`config.mk`:
```
export PLATFORM = sky130hd
export DESIGN_NAME = game_physics
export DESIGN_NICKNAME = d
export VERILOG_FILES = /design/src/rtl/game_physics.sv
export SDC_FILE = /design/constraint.sdc
export NUM_CORES = 1
export LEC_CHECK = 0
export ABC_AREA = 1
export CORE_MARGIN = 5
export CORE_UTILIZATION = 38
export CTS_CLUSTER_DIAMETER = 30
export DETAILED_ROUTE_END_ITERATION = 7
export HOLD_SLACK_MARGIN = 0.1
export MAX_ROUTING_LAYER = met4
export PLACE_DENSITY = 0.61
export SYNTH_ARGS = -nofsm -noshare
export SYNTH_HDL_FRONTEND = slang
export SYNTH_SLANG_ARGS = --single-unit
```
`constraint.sdc`:
```
create_clock -name clk_vga -period 7.2 [get_ports clk_vga]
set_input_delay 1.44 -clock clk_vga [delete_from_list [all_inputs] [get_ports clk_vga]]
set_output_delay 1.44 -clock clk_vga [all_outputs]
set_load 0.03 [all_outputs]
```
`src/rtl/game_physics.sv`:
```
// Pong game physics: pads, ball, scores and IDLE/SERVE/PLAY/POINT/OVER sequencing.
// Latency: all outputs registered, updated on the clock edge that samples frame_tick.
// Backpressure: none; frame_tick and start are single-cycle pulses, buttons are levels.
module game_physics #(
  parameter int SCREEN_WIDTH  = 640,
  parameter int SCREEN_HEIGHT = 480,
  parameter int PAD_DISTANCE  = 20,
  parameter int PAD_WIDTH     = 8,
  parameter int PAD_HEIGHT    = 64,
  parameter int BALL_R        = 3,
  parameter int BALL_SPEED    = 2,
  parameter int PAD_SPEED     = 4
) (
  input  logic       clk_vga,
  input  logic       rst,
  input  logic       frame_tick,
  input  logic       left_up,
  input  logic       left_down,
  input  logic       right_up,
  input  logic       right_down,
  input  logic       start,
  output logic [8:0] pad_left,
  output logic [8:0] pad_right,
  output logic [9:0] ball_x,
  output logic [8:0] ball_y,
  output logic [3:0] score_left,
  output logic [3:0] score_right,
  output logic       game_over
);
  localparam int PAD_MIN = PAD_HEIGHT / 2 + 1;
  localparam int PAD_MAX = SCREEN_HEIGHT - 2 - PAD_HEIGHT / 2;
  localparam int HIT_Y   = PAD_HEIGHT / 2 + BALL_R;
  localparam logic [9:0] CENTRE_X   = 10'(SCREEN_WIDTH / 2);
  localparam logic [8:0] CENTRE_Y   = 9'(SCREEN_HEIGHT / 2);
  localparam logic [5:0] SERVE_LAST = 6'd59;
  localparam logic [5:0] POINT_LAST = 6'd29;

  typedef enum logic [2:0] {IDLE, SERVE, PLAY, POINT, OVER} state_t;

  state_t     state, state_nxt;
  logic [8:0] pad_left_nxt, pad_right_nxt, ball_y_nxt;
  logic [9:0] ball_x_nxt;
  logic [3:0] score_left_nxt, score_right_nxt;
  logic [5:0] frame_cnt, frame_cnt_nxt;
  logic       dx, dx_nxt;  // 1 = moving right
  logic       dy, dy_nxt;  // 1 = moving down
  int         bx, by, dist_l, dist_r;
  logic       wall_hit, left_hit, right_hit, miss_left, miss_right;

  // Signed arithmetic keeps the lower clamp free of unsigned underflow.
  function automatic logic [8:0] pad_step(input logic [8:0] pad, input logic up, input logic down);
    int p;
    p = int'(pad);
    if (up && !down)
      p = (p - PAD_SPEED < PAD_MIN) ? PAD_MIN : p - PAD_SPEED;
    else if (down && !up)
      p = (p + PAD_SPEED > PAD_MAX) ? PAD_MAX : p + PAD_SPEED;
    return p[8:0];
  endfunction

  function automatic logic [3:0] sat_inc(input logic [3:0] s);
    return (s >= 4'd9) ? 4'd9 : s + 4'd1;
  endfunction

  // Collision and miss predicates, all from pre-update register values.
  assign bx         = int'(ball_x);
  assign by         = int'(ball_y);
  assign dist_l     = (by >= int'(pad_left))  ? by - int'(pad_left)  : int'(pad_left) - by;
  assign dist_r     = (by >= int'(pad_right)) ? by - int'(pad_right) : int'(pad_right) - by;
  assign wall_hit   = dy ? (by + BALL_R >= SCREEN_HEIGHT - 2) : (by - BALL_R <= 1);
  assign left_hit   = !dx && (bx - BALL_R >= PAD_DISTANCE) &&
                      (bx - BALL_R <= PAD_DISTANCE + PAD_WIDTH) && (dist_l <= HIT_Y);
  assign right_hit  = dx && (bx + BALL_R >= SCREEN_WIDTH - PAD_DISTANCE - PAD_WIDTH) &&
                      (bx + BALL_R <= SCREEN_WIDTH - PAD_DISTANCE) && (dist_r <= HIT_Y);
  assign miss_left  = !dx && (bx <= BALL_R);
  assign miss_right = dx && (bx >= SCREEN_WIDTH - 1 - BALL_R);
  assign game_over  = (state == OVER);

  // Next-state and datapath: pads per frame, start restarts from IDLE/OVER, ball per state.
  always_comb begin
    state_nxt       = state;
    pad_left_nxt    = pad_left;
    pad_right_nxt   = pad_right;
    ball_x_nxt      = ball_x;
    ball_y_nxt      = ball_y;
    dx_nxt          = dx;
    dy_nxt          = dy;
    score_left_nxt  = score_left;
    score_right_nxt = score_right;
    frame_cnt_nxt   = frame_cnt;

    if (frame_tick && state != OVER) begin
      pad_left_nxt  = pad_step(pad_left, left_up, left_down);
      pad_right_nxt = pad_step(pad_right, right_up, right_down);
    end

    case (state)
      IDLE, OVER: begin
        if (start) begin
          state_nxt       = SERVE;
          score_left_nxt  = 4'd0;
          score_right_nxt = 4'd0;
          frame_cnt_nxt   = 6'd0;
          ball_x_nxt      = CENTRE_X;
          ball_y_nxt      = CENTRE_Y;
        end
      end
      SERVE: begin
        if (frame_tick) begin
          if (frame_cnt == SERVE_LAST) begin
            state_nxt     = PLAY;
            frame_cnt_nxt = 6'd0;
          end else begin
            frame_cnt_nxt = frame_cnt + 6'd1;
          end
        end
      end
      PLAY: begin
        if (frame_tick) begin
          if (miss_left) begin
            score_right_nxt = sat_inc(score_right);
            dx_nxt          = 1'b0;
            state_nxt       = POINT;
            frame_cnt_nxt   = 6'd0;
          end else if (miss_right) begin
            score_left_nxt = sat_inc(score_left);
            dx_nxt         = 1'b1;
            state_nxt      = POINT;
            frame_cnt_nxt  = 6'd0;
          end else begin
            // A bounce flips the axis and skips that axis' step for the frame.
            if (left_hit || right_hit) dx_nxt = ~dx;
            else ball_x_nxt = dx ? ball_x + 10'(BALL_SPEED) : ball_x - 10'(BALL_SPEED);
            if (wall_hit) dy_nxt = ~dy;
            else ball_y_nxt = dy ? ball_y + 9'(BALL_SPEED) : ball_y - 9'(BALL_SPEED);
          end
        end
      end
      POINT: begin
        if (frame_tick) begin
          if (frame_cnt == POINT_LAST) begin
            frame_cnt_nxt = 6'd0;
            if (score_left == 4'd9 || score_right == 4'd9) begin
              state_nxt = OVER;
            end else begin
              state_nxt  = SERVE;
              ball_x_nxt = CENTRE_X;
              ball_y_nxt = CENTRE_Y;
            end
          end else begin
            frame_cnt_nxt = frame_cnt + 6'd1;
          end
        end
      end
      default: state_nxt = IDLE;
    endcase
  end

  // State register with synchronous active-low reset overriding every other input.
  always_ff @(posedge clk_vga) begin
    if (!rst) begin
      state       <= IDLE;
      pad_left    <= CENTRE_Y;
      pad_right   <= CENTRE_Y;
      ball_x      <= CENTRE_X;
      ball_y      <= CENTRE_Y;
      dx          <= 1'b1;
      dy          <= 1'b1;
      score_left  <= 4'd0;
      score_right <= 4'd0;
      frame_cnt   <= 6'd0;
    end else begin
      state       <= state_nxt;
      pad_left    <= pad_left_nxt;
      pad_right   <= pad_right_nxt;
      ball_x      <= ball_x_nxt;
      ball_y      <= ball_y_nxt;
      dx          <= dx_nxt;
      dy          <= dy_nxt;
      score_left  <= score_left_nxt;
      score_right <= score_right_nxt;
      frame_cnt   <= frame_cnt_nxt;
    end
  end
endmodule
```
# Word-level counts from Yosys, hierarchy flattened

Cells that the tools add are included.

Add/sub/neg operators: 19
Multipliers: 0
Div/mod/pow operators: 0
Magnitude comparators: 18
Equal/unequal tests: 23
Shift operators: 0
Muxes and demuxes: 63
Bitwise gates (word level): 4
Reduce and logical (&&, ||, !) cells: 38

Operators by type and width:

| cell                                                                               | number |
|---|---|
| 9-bit two-way mux                                                                  | 17 |
| 10-bit two-way mux                                                                 | 9 |
| 32-bit by 7-bit less-or-equal comparator with 1-bit output (second input constant) | 2 |
| 32-bit two-way mux                                                                 | 2 |
| 6-bit two-way mux                                                                  | 8 |
| 9-bit by 9-bit subtractor with 10-bit output                                       | 4 |
| 32-bit by 11-bit >= comparator with 1-bit output (second input constant)           | 1 |
| 4-bit two-way mux                                                                  | 8 |
| 10-bit one-hot mux with 3 select lines                                             | 1 |
| 3-bit two-way mux                                                                  | 9 |
| 9-bit one-hot mux with 3 select lines                                              | 1 |
| 2-bit != test (second input constant)                                              | 13 |
| 6-bit one-hot mux with 4 select lines                                              | 1 |
| 9-bit by 3-bit adder with 10-bit output (second input constant)                    | 2 |
| 10-bit by 9-bit greater-than comparator with 1-bit output (second input constant)  | 2 |
| 10-bit by 2-bit less-or-equal comparator with 1-bit output (second input constant) | 2 |
| 10-bit by 7-bit less-than comparator with 1-bit output (second input constant)     | 2 |
| 9-bit by 3-bit subtractor with 10-bit output (second input constant)               | 2 |
| 9-bit >= comparator                                                                | 2 |
| 9-bit AND reduction                                                                | 2 |
| 4-bit one-hot mux with 2 select lines                                              | 2 |
| 1-bit logical AND                                                                  | 13 |
| 3-bit one-hot mux with 4 select lines                                              | 1 |
| 10-bit by 2-bit adder with 11-bit output (second input constant)                   | 1 |
| other kinds (37)                                                                   | 58 |

Register bits after elaboration: 56
Bits in latches: 0
Memory bits (writable): 0
Memory bits (read-only): 0
Bits of input ports: 8
Word-level logic and storage cells: 175
Memories: 0

# Logic depth before layout (Yosys ltp)

Depth in word-level cells: 11
Depth in mapped cells: 24
Depth with buffers taken out: 22

# Worst setup path before layout

OpenSTA, ideal clock, no wires.

Path type: reg2reg
From: reg ball_y[1]
To: reg ball_x[2]
Setup time: 0.116 ns
Data arrival time: 2.669 ns
Path slack: 4.415 ns
Stages on the path, launching flop included: 21
Period minus slack after synthesis: 2.785 ns
Path through: dfxtp_1 -> inv_1 -> fa_1 -> nand2_1 -> nand2_1 -> and2_1 -> nand2_1 -> nand2_1 -> nor2_1 -> nand2_1 -> nand2_1 -> nand2_1 -> nand2_1 -> nand3_1 -> nand2_1 -> nand2_1 -> nand2_2 -> nand2_4 -> buf_6 -> a21oi_1 -> nor2_1

Word-level cells in the longest chain between the ends: 7
Elaborated cells between the ends (all ways): 15

Ends and longest elaborated chain:

| what                                                                                 | line   | source |
|---|---|---|
| start: declaration                                                                   | 25     | `output logic [8:0] ball_y,` |
| start signal: assignment                                                             | 177    | `ball_y <= ball_y_nxt;` |
| 9-bit by 9-bit subtractor with 10-bit output (tied with other cells)                 | 68     | `assign dist_l = (by >= int'(pad_left)) ? by - int'(pad_left) : int'(pad_left) - by;` |
| 32-bit two-way mux, on equally long branches                                         | 68, 69 |  |
| 32-bit by 7-bit less-or-equal comparator with 1-bit output, on equally long branches | 72, 74 |  |
| 1-bit logical AND, on equally long branches                                          | 72, 74 |  |
| 1-bit logical OR *                                                                   | 132    | `if (left_hit \|\| right_hit) dx_nxt = ~dx;` |
| 2-bit != test (no source line) *                                                     | -      |  |
| 9-bit AND reduction (no source line) *                                               | -      |  |
| end signal: assignment                                                               | 176    | `ball_x <= ball_x_nxt;` |
| end: declaration                                                                     | 24     | `output logic [9:0] ball_x,` |

Every way passes the cells marked *; elsewhere a longest branch is shown, timed or not.
A chain may end at the register's enable or synchronous reset.

# Worst setup path in the final report

From: in frame_tick
To: reg ball_y[5]

Word-level cells in the longest chain between the ends: 2
Elaborated cells between the ends (all ways): 3

Ends and longest elaborated chain:

| what                                   | line | source |
|---|---|---|
| start: declaration                     | 16   | `input logic frame_tick,` |
| 2-bit != test (no source line)         | -    |  |
| 9-bit AND reduction (no source line) * | -    |  |

Marks and branches as above.

==> impl.org <==
** Run status
- The flow ran to the end, and the final reports show no timing, DRC or antenna violations.

** Timing
- Part of the cycle the worst path needs :: 48.72%
- The hold violation count in the final report came to 0.
- Setup total negative slack :: 0 ns
- Highest attainable clock frequency :: 285.1 MHz
- Headroom to the max-slew limit came out at 40.01%.
- On the final layout, the worst clock skew is 0.006019 ns.
- In the post-route analysis, the smallest setup slack over all paths is 3.692 ns.
- Worst Tran Pin Value :: 0.8965 ns
- The number of max-slew violations in the final report was 0.
- Setup repair after global routing left no endpoint under its margin.
- Count of endpoints failing setup in the final report :: 0
- The worst path needs 3.508 ns of the cycle, external delays included.
- Worst hold slack :: 0.5032 ns

** Clock network
- Buffers inserted during clock tree synthesis total 5.
- Clock tree synthesis found a total of 54 sinks.
- No sink is reached through more buffers than the 2 on the longest clock path.
- Level count of the clock H-tree :: 2
- The later pin in the worst-skew pair is clocked with a latency of 0.29 ns.
- Gates resized, CTS repair :: 0
- Post-CTS timing repair inserted 0 buffers for setup.
- After clock tree synthesis, the clock-pin slew on the worst setup and hold paths is 0.07 ns.
- Hold Buf Count CTS :: 0
- TritonCTS clock tree :: yes
- The tree is rooted in a clkbuf_16.

** Floorplanning
- Pin placement for this block handled 54 I/O pins.
- The die is 135.5 um wide.
- After floorplanning, the core was divided into 45 placement rows.
- The initial utilization of the core area, before any placement, comes to 39.05%.
- Core Footprint :: 15,310 um2
- Height of the die :: 135.5 um
- Total die area :: 18,350 um2

** Logic synthesis
- Synthesis produced 949 cells.
- Top cells by area, synth :: dfxtp_1 18%, nand2_1 15%, ha_1 14%
- The synthesized netlist occupies a cell area of 5981 um2.
- Simple-gate portion of the synthesized area :: 33.26%
- Summing the areas of all compound-gate instances in the mapped netlist gives 15.92% of the synthesized area.
- Xor/xnor cell area share of the yosys netlist :: 4.979%
- Mean cell area of the mapped netlist :: 6.302 um2
- Combinational family with the most area after synthesis :: simple AND/OR/NAND/NOR gates
- Share of synthesized flip-flops with an asynchronous set or reset :: 0%
- The synthesized design devotes to its leading area cell type 18.08% of total area.
- The synthesized design contains 54 register bits.
- Sequential area share after synthesis :: 18.08%
- Leading area contributor after synthesis :: dfxtp_1
- The synthesized netlist devotes 16.44% of its cell area to adder and majority cells.
- The synthesized design contains 0 enable-type register cells.
- Main synth FF type :: dfxtp_1
- For this run, the number of Yosys warnings is 0.
- Yosys cell types :: 50
- After synthesis, the share of cell area in mux cells is 0%.

** Min path
- Hold path start :: score_right[3]
- Worst hold stages :: 2
- HP Class :: reg -> reg
- Sink of the worst hold path :: score_right[3]

** Worst setup path
- The number of cells on the worst reg-to-reg path is 19.
- Worst path arrival time :: 3.69 ns
- The worst register-to-register path has a setup slack of 3.91 ns.
- For the worst setup path, the data required time is 7.38 ns.
- Sort of element at the end of the critical path :: register
- In this run the critical register-to-register path is captured at ball_x[8].
- By startpoint and endpoint, the worst setup path is classified as in -> reg.
- The worst register-to-register path begins at ball_y[1].
- STA classifies the critical path startpoint as an input pin.
- Along the worst path, the maximum fanout reaches 18.

** Run
- Max-cap violations in this run came to 0.

** Finish
- Layout fillers :: 1,692
- 0 antenna diodes ended up in the layout.
- Cells with a size suffix above 1 make up 4.747% of the layout.
- Layout-stage area growth over the synthesis result :: 14.02%
- Commonest non-fill, non-tap cell in the layout :: nand2_1
- In the layout the commonest cells are 239 x nand2_1, 139 x inv_1, 74 x nand3_1.
- For this run, the post-layout net count is 1,072.

** GRT
- Across every metal layer, demand over resource in global routing totals 18.30%.
- GR Overflow Total :: 0
- Initial antenna violation count :: 0
- Maximum number of pins on one net before global-route repair :: 33
- Global-route wire length before repair :: 27.32 mm
- The number of global-route vias before repair is 5,703.

** Power and ir drop
- Largest voltage drop on the vdd net :: 0.2621 mV
- Power per cell area :: 358.5 nW/um2
- Leakage :: 3.323 nW

** Placement
- Port bufs :: 51
- Final GP Congestion :: 0.9027
- Post-detail-place hpwl :: 12.51 mm
- Prior to clock tree synthesis, the placed netlist has a worst setup slack of 3.433 ns.

** Route
- Via total after detailed routing :: 6,014
- Router iterations before antenna repair :: 4
- Wirelength, routed :: 15.94 mm
- Number of design-rule violations left by the first detailed-router iteration :: 365
- Antenna-violating nets left :: 0
- After detailed routing, the number of remaining DRC violations is 0.
- After detailed routing, the average wire length per cell comes to 13.27 um.
- Via density per instance :: 5.007
-- worst max-delay path, cell delays in order --
cell and delay [ns]:
clkdlybuf4s50_1 0.49, inv_1 0.09, a211oi_1 0.24, nand3_1 0.12, a21oi_2 0.62, nand2_2 0.18
inv_2 0.18, nand2_1 0.12, o22ai_1 0.14, nand2_1 0.07
-- state kept, by name, summed over array words and instances, names as in the netlist --
name / cells
pad_right: 9
dx: 1
pad_left: 9
state: 3
ball_x: 9
score_right: 4
frame_cnt: 6
ball_y: 8
dy: 1
score_left: 4
-- per-layer routing --
layer	vias to the layer above	GRT usage, %	wire (um)
li1	3154	-	-
met1	2748	24.08	7824
met2	90	30.64	7539
met3	22	1.412	307
met4	0	4.423	265
met5	-	-	0
-- synth_stat cells, types with 6 or more instances --
cell type	instances
dfxtp_1	54
nand4_1	10
nand2_2	12
inv_2	6
clkbuf_1	9
nand3b_1	8
buf_4	7
o211ai_1	9
fa_1	6
nor3_1	14
o21ai_0	43
nand2_1	239
nand3_1	74
nor2_2	6
xor2_1	24
inv_1	139
ha_1	69
a31oi_1	9
a211oi_1	9
o21bai_1	7
nor2_1	73
a21oi_1	66
xnor2_1	10
-- area by class of cell --
cell class / count / area [um2] / share of cell area, %
timing repair buffer: 53 / 525.5 / 7.706
multi-input combinational: 730 / 4238 / 62.15
tap: 211 / 264.0 / 3.872
sequential: 54 / 1081 / 15.85
clock buffer: 6 / 128.9 / 1.890
clock inverter: 2 / 37.54 / 0.5505
inverter: 145 / 544.3 / 7.982
-- cell families after synthesis --
kind of cell / count (synthesis)
AND/OR/NAND/NOR: 453
AO/OA/AOI/OAI: 164
XOR/XNOR: 34
adder cells (fa/ha/maj): 75
buffers and inverters: 167
other: 2
flip-flops: 54
-- metrics by stage --
stage	power (mW)	instances	area, um2	utilization [%]
final	2.445	1201	6819	44.53
after global routing	2.716	1201	6819	44.53
after CTS	2.456	1201	6819	44.53
after detailed placement	2.171	1193	6653	43.44
after global placement	2.169	1193	6653	43.44
after floorplan	1.758	951	5988	-
-- power breakdown --
group	internal, mW	switching, mW	total, mW	leakage, nW
Sequential	0.367	0.130	0.497	0.442
Combinational	0.598	1.07	1.67	2.80
Clock	0.164	0.111	0.276	0.0771
-- how the worst max path moves through the flow --
stage | to | slack (ns) | from
2_1_floorplan | ball_x[2] | 4.42 | ball_y[1]
3_3_place_gp | ball_y[4] | 3.47 | frame_tick
5_1_grt | ball_y[5] | 3.56 | frame_tick
4_1_cts | ball_y[4] | 3.75 | frame_tick
3_5_place_dp | ball_y[4] | 3.43 | frame_tick
6_report | ball_y[5] | 3.69 | frame_tick
(Power assumes the default switching activity.)
